**src/rtl/seg_pkg.sv**
```systemverilog
// Shared types and constants for the seven-segment display driver.
package seg_pkg;

  typedef enum logic [1:0] {
    SHOW0  = 2'd0,
    BLANK0 = 2'd1,
    SHOW1  = 2'd2,
    BLANK1 = 2'd3
  } state_t;

  localparam logic [6:0] SEG_OFF = 7'h7F;

  // Active-low {g,f,e,d,c,b,a}, indexed by hex digit (entry F listed first).
  localparam logic [15:0][6:0] HEX_SEG = {
    7'b0001110, 7'b0000110, 7'b0100001, 7'b1000110,
    7'b0000011, 7'b0001000, 7'b0010000, 7'b0000000,
    7'b1111000, 7'b0000010, 7'b0010010, 7'b0011001,
    7'b0110000, 7'b0100100, 7'b1111001, 7'b1000000
  };

endpackage

```
**src/rtl/seven_seg_decoder.sv**
```systemverilog
// Combinational hex-to-seven-segment lookup, active-low segments.
module seven_seg_decoder
  import seg_pkg::*;
(
  input  logic [3:0] digit,
  output logic [6:0] seg
);

  assign seg = HEX_SEG[digit];

endmodule

```
**src/rtl/seg_mux_driver.sv**
```systemverilog
// Two-digit multiplexed seven-segment driver with blanking gaps between slots.
// Optional macro LEADING_ZERO_BLANK_EN turns a zero on digit 1 into a dark slot.
module seg_mux_driver
  import seg_pkg::*;
#(
  parameter int SHOW_CYCLES  = 24000,
  parameter int BLANK_CYCLES = 240
) (
  input  logic       clk,
  input  logic       reset,
  input  logic [3:0] s0,
  input  logic [3:0] s1,
  output logic [6:0] seg,
  output logic       an0,
  output logic       an1,
  output logic       frame
);

  localparam int MAX_CYC = (SHOW_CYCLES > BLANK_CYCLES) ? SHOW_CYCLES : BLANK_CYCLES;
  localparam int CNT_W   = $clog2(MAX_CYC + 1);
  localparam logic [CNT_W-1:0] SHOW_LD  = CNT_W'(SHOW_CYCLES - 1);
  localparam logic [CNT_W-1:0] BLANK_LD = CNT_W'((BLANK_CYCLES > 0) ? BLANK_CYCLES - 1 : 0);
  localparam bit HAS_BLANK = (BLANK_CYCLES > 0);

  state_t           state, state_nx;
  logic [CNT_W-1:0] cnt, cnt_nx;
  logic [3:0]       d0, d1, d0_nx, d1_nx, digit_sel;
  logic [6:0]       dec_seg, seg_nx;
  logic             an0_nx, an1_nx, frame_nx, advance;

  seven_seg_decoder u_dec (
    .digit (digit_sel),
    .seg   (dec_seg)
  );

  // Next-state, capture and output decode are all computed from the state being
  // entered, so the registered outputs switch on the same edge as the state.
  always_comb begin
    advance  = (cnt == '0);
    state_nx = state;
    cnt_nx   = cnt - CNT_W'(1);
    if (advance) begin
      case (state)
        SHOW0:   state_nx = HAS_BLANK ? BLANK0 : SHOW1;
        BLANK0:  state_nx = SHOW1;
        SHOW1:   state_nx = HAS_BLANK ? BLANK1 : SHOW0;
        default: state_nx = SHOW0;
      endcase
      cnt_nx = (state_nx == SHOW0 || state_nx == SHOW1) ? SHOW_LD : BLANK_LD;
    end

    d0_nx     = (advance && state_nx == SHOW0) ? s0 : d0;
    d1_nx     = (advance && state_nx == SHOW1) ? s1 : d1;
    digit_sel = (state_nx == SHOW1) ? d1_nx : d0_nx;

    seg_nx   = SEG_OFF;
    an0_nx   = 1'b1;
    an1_nx   = 1'b1;
    frame_nx = advance && (state_nx == SHOW0);
    case (state_nx)
      SHOW0: begin
        seg_nx = dec_seg;
        an0_nx = 1'b0;
      end
      SHOW1: begin
`ifdef LEADING_ZERO_BLANK_EN
        if (d1_nx != 4'd0) begin
          seg_nx = dec_seg;
          an1_nx = 1'b0;
        end
`else
        seg_nx = dec_seg;
        an1_nx = 1'b0;
`endif
      end
      default: ;
    endcase
  end

  always_ff @(posedge clk) begin
    if (reset) begin
      state <= BLANK1;
      cnt   <= '0;
      d0    <= 4'd0;
      d1    <= 4'd0;
      seg   <= SEG_OFF;
      an0   <= 1'b1;
      an1   <= 1'b1;
      frame <= 1'b0;
    end else begin
      state <= state_nx;
      cnt   <= cnt_nx;
      d0    <= d0_nx;
      d1    <= d1_nx;
      seg   <= seg_nx;
      an0   <= an0_nx;
      an1   <= an1_nx;
      frame <= frame_nx;
    end
  end

endmodule
```
**config.mk**
```make
export PLATFORM = sky130hd
export DESIGN_NAME = seg_mux_driver
export DESIGN_NICKNAME = d
export VERILOG_FILES = /design/src/rtl/seg_pkg.sv /design/src/rtl/seven_seg_decoder.sv /design/src/rtl/seg_mux_driver.sv
export SDC_FILE = /design/constraint.sdc
export NUM_CORES = 1
export LEC_CHECK = 0
export ABC_AREA = 1
export ABC_CLOCK_PERIOD_IN_PS = 7300
export CORE_ASPECT_RATIO = 1.75
export CORE_UTILIZATION = 45
export CTS_CLUSTER_SIZE = 30
export DETAILED_ROUTE_END_ITERATION = 8
export PLACE_DENSITY = 0.65
export REMOVE_ABC_BUFFERS = 1
export SLEW_MARGIN = 30
export SYNTH_ARGS = -nofsm -noshare
export SYNTH_HDL_FRONTEND = slang
export SYNTH_SLANG_ARGS = --single-unit
```
**constraint.sdc**
```tcl
create_clock -name clk -period 7.3 [get_ports clk]
set_input_delay 0.73 -clock clk [delete_from_list [all_inputs] [get_ports clk]]
set_output_delay 0.73 -clock clk [all_outputs]
set_load 0.05 [all_outputs]
```
== Word level (Yosys, flattened, before mapping) ==
Memories as Yosys holds them, arrays and structs flattened. A register that Yosys moved wholly into a read port is not among the register bits.
Cells that the tools add are included.

* Multiply operators: 0
* Equal/unequal tests: 4
* Reductions and logical operators: 9
* Shifts and indexed selects: 0
* $lt $le $gt $ge: 0
* Add/subtract/negate cells: 1
* Divide/modulo/power cells: 0
* Mux-type cells: 10
* Bitwise operators: 1

{| class="wikitable"
|+ Operators with widths
! operator !! count
|-
| $mux W15 || 2
|-
| $logic_not A15 Y1 || 1
|-
| $sub A15 B1 Y15 const B || 1
|-
| $mux W4 || 3
|-
| $eq A2 B2 Y1 const B || 3
|-
| $logic_not A2 Y1 || 3
|-
| $pmux W2 S3 || 1
|-
| $mux W2 || 2
|-
| $reduce_or A2 Y1 || 2
|-
| $eq A2 B1 Y1 const B || 1
|-
| $logic_and A1 B1 Y1 || 2
|-
| $mux W1 || 2
|-
| $logic_or A1 B1 Y1 || 1
|-
| $not A1 Y1 || 1
|}

* Latch bits: 0
* Word-level logic and storage cells: 33
* ROM bits: 112
* Memories kept: 1
* Memory bits (writable): 0
* Input port bits: 10
* Flip-flop bits (word level): 28
* Output and inout bits: 10

{| class="wikitable"
|+ Memory list
! name !! words !! width !! rd ports !! clocked after Yosys merged registers in !! wr ports !! line !! source
|-
| (no name shown) || 16 || 7 || 1 || 1 || 0 || seven_seg_decoder.sv:9 || <nowiki>assign seg = HEX_SEG[digit];</nowiki>
|}

== Longest topological paths before layout ==
* Depth after elaboration: 8
* Gate-level depth with buffers: 17
* Mapped depth without buffers: 17

== Cells and area by module ==
Synthesis repeated with hierarchy kept, for this count alone.

* Cell total of the unflattened synthesis: 265
* Area total of the unflattened synthesis: 1941.9 um2

{| class="wikitable"
|+ By module, submodules not included
! module !! cells an instance !! area each (um2) !! times used !! sequential area each (um2)
|-
| seg_mux_driver || 216 || 1667.8 || 1 || 700.7
|-
| seven_seg_decoder || 49 || 274.0 || 1 || 0.0
|}

== Worst setup path before layout ==
Ideal clock, no wire load.

* Path kind: reg2reg
* From: reg state[1]
* To: reg seg[3]
* Data arrival time: 2.185 ns
* Slack: 4.990 ns
* Required time: 7.175 ns
* Library setup time: 0.125 ns
* Period minus slack after synthesis: 2.310 ns
* Cell stages (with the launch flop): 15
* Path buffers: 0
* Path through: dfxtp_1 inv_1 ha_1 or2_2 nand3_1 nand2_4 nor2_8 nand3_1 nand2_1 inv_1 ha_1 nand3_1 nand2_1 nand2_1 nand3_1

* Longest elaborated chain between the ends: 8
* Elaborated cells on any way between the ends: 16
* Classes of those cells: eq/ne: 3; mux: 6; bitwise: 1; reduce/logical: 6

{| class="wikitable"
|+ RTL lines
! element !! line !! source
|-
| from (decl) || seg_mux_driver.sv:25 || <nowiki>state_t state, state_nx;</nowiki>
|-
| from (signal assigned) || seg_mux_driver.sv:91 || <nowiki>state <= state_nx;</nowiki>
|-
| $eq A2 B2 Y1, or another cell as far along || seg_mux_driver.sv:43 || <nowiki>case (state)</nowiki>
|-
| $pmux W2 S3 || seg_mux_driver.sv:43 ||
|-
| $mux W2 || seg_mux_driver.sv:42 || <nowiki>if (advance) begin</nowiki>
|-
| $mux W2 (*) || seg_mux_driver.sv:42 ||
|-
| $eq A2 B2 Y1 / $logic_not A2 Y1 (equally long branches) || n/a ||
|-
| $logic_and A1 B1 Y1, or another cell as far along || seg_mux_driver.sv:53 || <nowiki>d1_nx = (advance && state_nx == SHOW1) ? s1 : d1;</nowiki>
|-
| $mux W4, or another cell as far along || seg_mux_driver.sv:53 ||
|-
| $mux W4 / $reduce_or A2 Y1 (equally long branches) || n/a ||
|-
| to (decl) || seg_mux_driver.sv:13 || <nowiki>output logic [6:0] seg,</nowiki>
|}

Every way passes the cells marked *; elsewhere a longest branch is shown, timed or not. The select of a mux whose other input is x is not followed.
A chain may end at the register's enable or synchronous reset.

== Worst setup path in the final report ==
Ends and elaborated chain as after synthesis.

==> results.txt <==
The worst path needs 2640 ps of the cycle, external delays included. The die is 90.5 um tall. The relative slew slack is 0.453. The clock root buffer was sky130_fd_sc_hd__clkbuf_8.

Setup repair after global routing left no endpoint under its margin. The routed length per placed instance is 12.1 um, and the number of post-CTS setup repair buffers is 0. STA puts the critical path data arrival time at 2820 ps. STA classifies the critical path startpoint as a flop. The max-slew violation count is 0.

In this run the core area contains 31 standard-cell rows. Floorplan die width: 52.6 um. The count of routing violations after the opening detailed-route iteration was 36; the clock transition at the registers of the reported paths was 70 ps. For the pin with the worst max-slew slack, the measured transition is 818 ps. The sequential element share of the synthesized area is 0.348, and the power density over cell area is 475 nW/um^2. The first global-routing pass estimated 7360 um of wire. TritonCTS built the clock tree. STA classifies the critical path endpoint as a flop. During placement, the flow inserted port buffers numbering 19. The run gives 20 as the I/O pin count. The first detailed-routing pass took 4 iterations.

The number of nets at the end of the flow is 313. The congestion estimate from routability-driven global placement came to 0.783. Number of buffers created by CTS: 5. The startpoint identified for the worst register-to-register timing path is state[1].

The area added between synthesis and finish came out at 16.3%. The logs give 2 for the number of buffers on the longest clock path and 469 ps for the worst hold margin. The count of nets left with antenna violations once routing finished came out at 0. The core box area was 4230 um^2; the per-instance average area after synthesis was 7.52 um^2. In the post-synthesis netlist, the cell with the most instances is sky130_fd_sc_hd__nand2_1. The wire-length estimate of the detail-placed layout is 3320 um.

The die covers 4760 um^2. The proportion of register bits with asynchronous set or reset after synthesis is 0. The tool flagged a number of max-cap violations equal to 0. In the routed layout, each cell is associated on average with a via count of 4.98. The total wire length after detailed routing came out at 4150 um. After clock tree synthesis, the repair step resized 0 gates. The tools report the final worst clock skew as 4.14 ps. The largest area contributor in the netlist is sky130_fd_sc_hd__dfxtp_1. Adding up every negative setup slack in the final design gives 0 ps.

Number of antenna violations at the first check in global routing: 0. The run finished with clean final reports. The worst hold path begins at d1[1].

Critical-path maximum fanout: 6. Summed over all layers, the global routing overflow is 0. Static timing analysis puts the maximum clock frequency at 379 MHz.

Counting every sink on the clock net gives 35. The global-route usage over all layers came out at 0.208. The run gives 1661 as the number of global-route vias before repair. Setup violations remaining at the end of the flow were counted as 0. For the count of final hold-check violations, the log shows 0. The initial core utilization was 0.477. In the post-synthesis netlist, the biggest area contributors are sky130_fd_sc_hd__dfxtp_1, sky130_fd_sc_hd__nand2_1, sky130_fd_sc_hd__nand3_1. The proportion of layout cells with a drive suffix above 1 works out to 0.164. Number of warnings reported in the yosys synthesis log: 0.

The synthesized design contains 35 register bits. For this run, the leading register cell type out of synthesis is sky130_fd_sc_hd__dfxtp_1. The netlist area before placement was 2020 um^2. Summed over all cells, the static leakage comes to 1.05 nW.

The tools report the clock latency of the later-clocked register in the worst-skew pair as 290 ps. The share of the clock period used by the worst path after layout was 0.362; the unique cell type count in the Yosys netlist was 28. The number of fillers in the final layout came out at 422. The number of enable flip-flop cells after synthesis was 0. The critical path starts at state[1].

The routed layout has 1702 vias. The run gives 7470 ps as the required time of the critical path. The H-tree generated during clock tree synthesis spans 2 levels. Entering global routing, the biggest net connects 21 pins. VDD sags by at most 0.227 mV. The commonest cells after synthesis are sky130_fd_sc_hd__nand2_1, sky130_fd_sc_hd__dfxtp_1, sky130_fd_sc_hd__nor2_1. The area share of the largest cell type after synthesis is 0.348.

Hold repair after CTS inserted 0 buffers. The run gives 0 as the number of design rule violations left after detail routing. The worst hold path belongs to the class reg2reg.

The critical path is of the reg2reg type. Synthesis handed over a netlist of 268 instances. The number of antenna diodes in the final layout is 0.
==> path summary, 6_finish.rpt <==
kind,slack (ps),cells after the start,end
worst max-delay path,4660,14,seg[3]
worst min-delay path,470,2,d1[1]
worst max register to register,4660,14,seg[3]
worst min register to register,470,2,d1[1]
==> report_power, final <==
group          switching [mW]  total, mW  internal, mW
clock network          0.0717      0.138        0.0666
registers              0.0392      0.292         0.252
logic                   0.461      0.684         0.223
==> registers in the layout, indices dropped and copies added, names as in the netlist <==
name   cells
an0        1
an1        1
cnt       15
d0         4
d1         4
frame      1
seg        7
state      2
==> cells in the final DEF (no fill, tap or decap), drive strengths merged <==
| cell | instances |
|---|---|
| clkinv | 1 |
| nand4 | 1 |
| nor4 | 1 |
| nand2 | 70 |
| nand3 | 36 |
| clkbuf | 6 |
| clkinvlp | 1 |
| a21oi | 10 |
| o21ai | 7 |
| clkdlybuf4s50 | 19 |
| nor3b | 1 |
| nor3 | 4 |
| nor2 | 43 |
| or2 | 1 |
| o31ai | 4 |
| xor2 | 3 |
| nand3b | 4 |
| inv | 31 |
| xnor2 | 3 |
| a31oi | 1 |
| ha | 11 |
| dfxtp | 35 |
==> metrics by stage <==
stage	worst slack, ps	utilization	power, mW	cell area [um^2]	cells
after CTS	4620	0.555	1.13	2340	342
final	4660	0.555	1.11	2340	342
after floorplan	4990	-	0.835	2010	266
after detailed placement	4630	0.534	0.985	2260	334
after global routing	4440	0.555	1.22	2340	342
after global placement	4620	0.534	0.984	2260	334
==> cell families after synthesis <==
group                    count (synthesis)  synth area share
AND/OR/NAND/NOR                        161             0.435
flip-flops                              35             0.348
buffers and inverters                   33            0.0615
AO/OA/AOI/OAI                           22            0.0621
adder cells (fa/ha/maj)                 11            0.0683
XOR/XNOR                                 6            0.0261
==> layer usage <==
| layer | wire length, um | vias to the layer above | GRT usage |
|---|---|---|---|
| met5 | 0 | - | 0 |
| met4 | 78 | 0 | 0.0855 |
| met3 | 75 | 7 | 0.0404 |
| met2 | 2410 | 17 | 0.400 |
| met1 | 1580 | 770 | 0.196 |
| li1 | - | 908 | - |
==> layout make-up <==
class	instances	area, um^2	share of cell area
clock buffers	6	72.6	0.0309
clock inverters	2	12.5	0.00534
inverters	31	116	0.0496
multi-input cells	200	1190	0.508
flip-flops and latches	35	701	0.299
well taps	49	61.3	0.0261
repair buffers	19	190	0.0811
==> worst max-delay path: stages, from the launching register on <==
cell and delay, ps:
sky130_fd_sc_hd__dfxtp_1 430, sky130_fd_sc_hd__inv_1 120, sky130_fd_sc_hd__ha_1 190, sky130_fd_sc_hd__or2_2 390
sky130_fd_sc_hd__nand3_1 170, sky130_fd_sc_hd__nand2_4 100, sky130_fd_sc_hd__nor2_8 160, sky130_fd_sc_hd__nand3_1 100
sky130_fd_sc_hd__nand2_1 200, sky130_fd_sc_hd__inv_1 120, sky130_fd_sc_hd__ha_1 220, sky130_fd_sc_hd__nand3_1 120
sky130_fd_sc_hd__nand2_1 70, sky130_fd_sc_hd__nand2_1 60, sky130_fd_sc_hd__nand3_1 60
(Power assumes the default switching activity.)
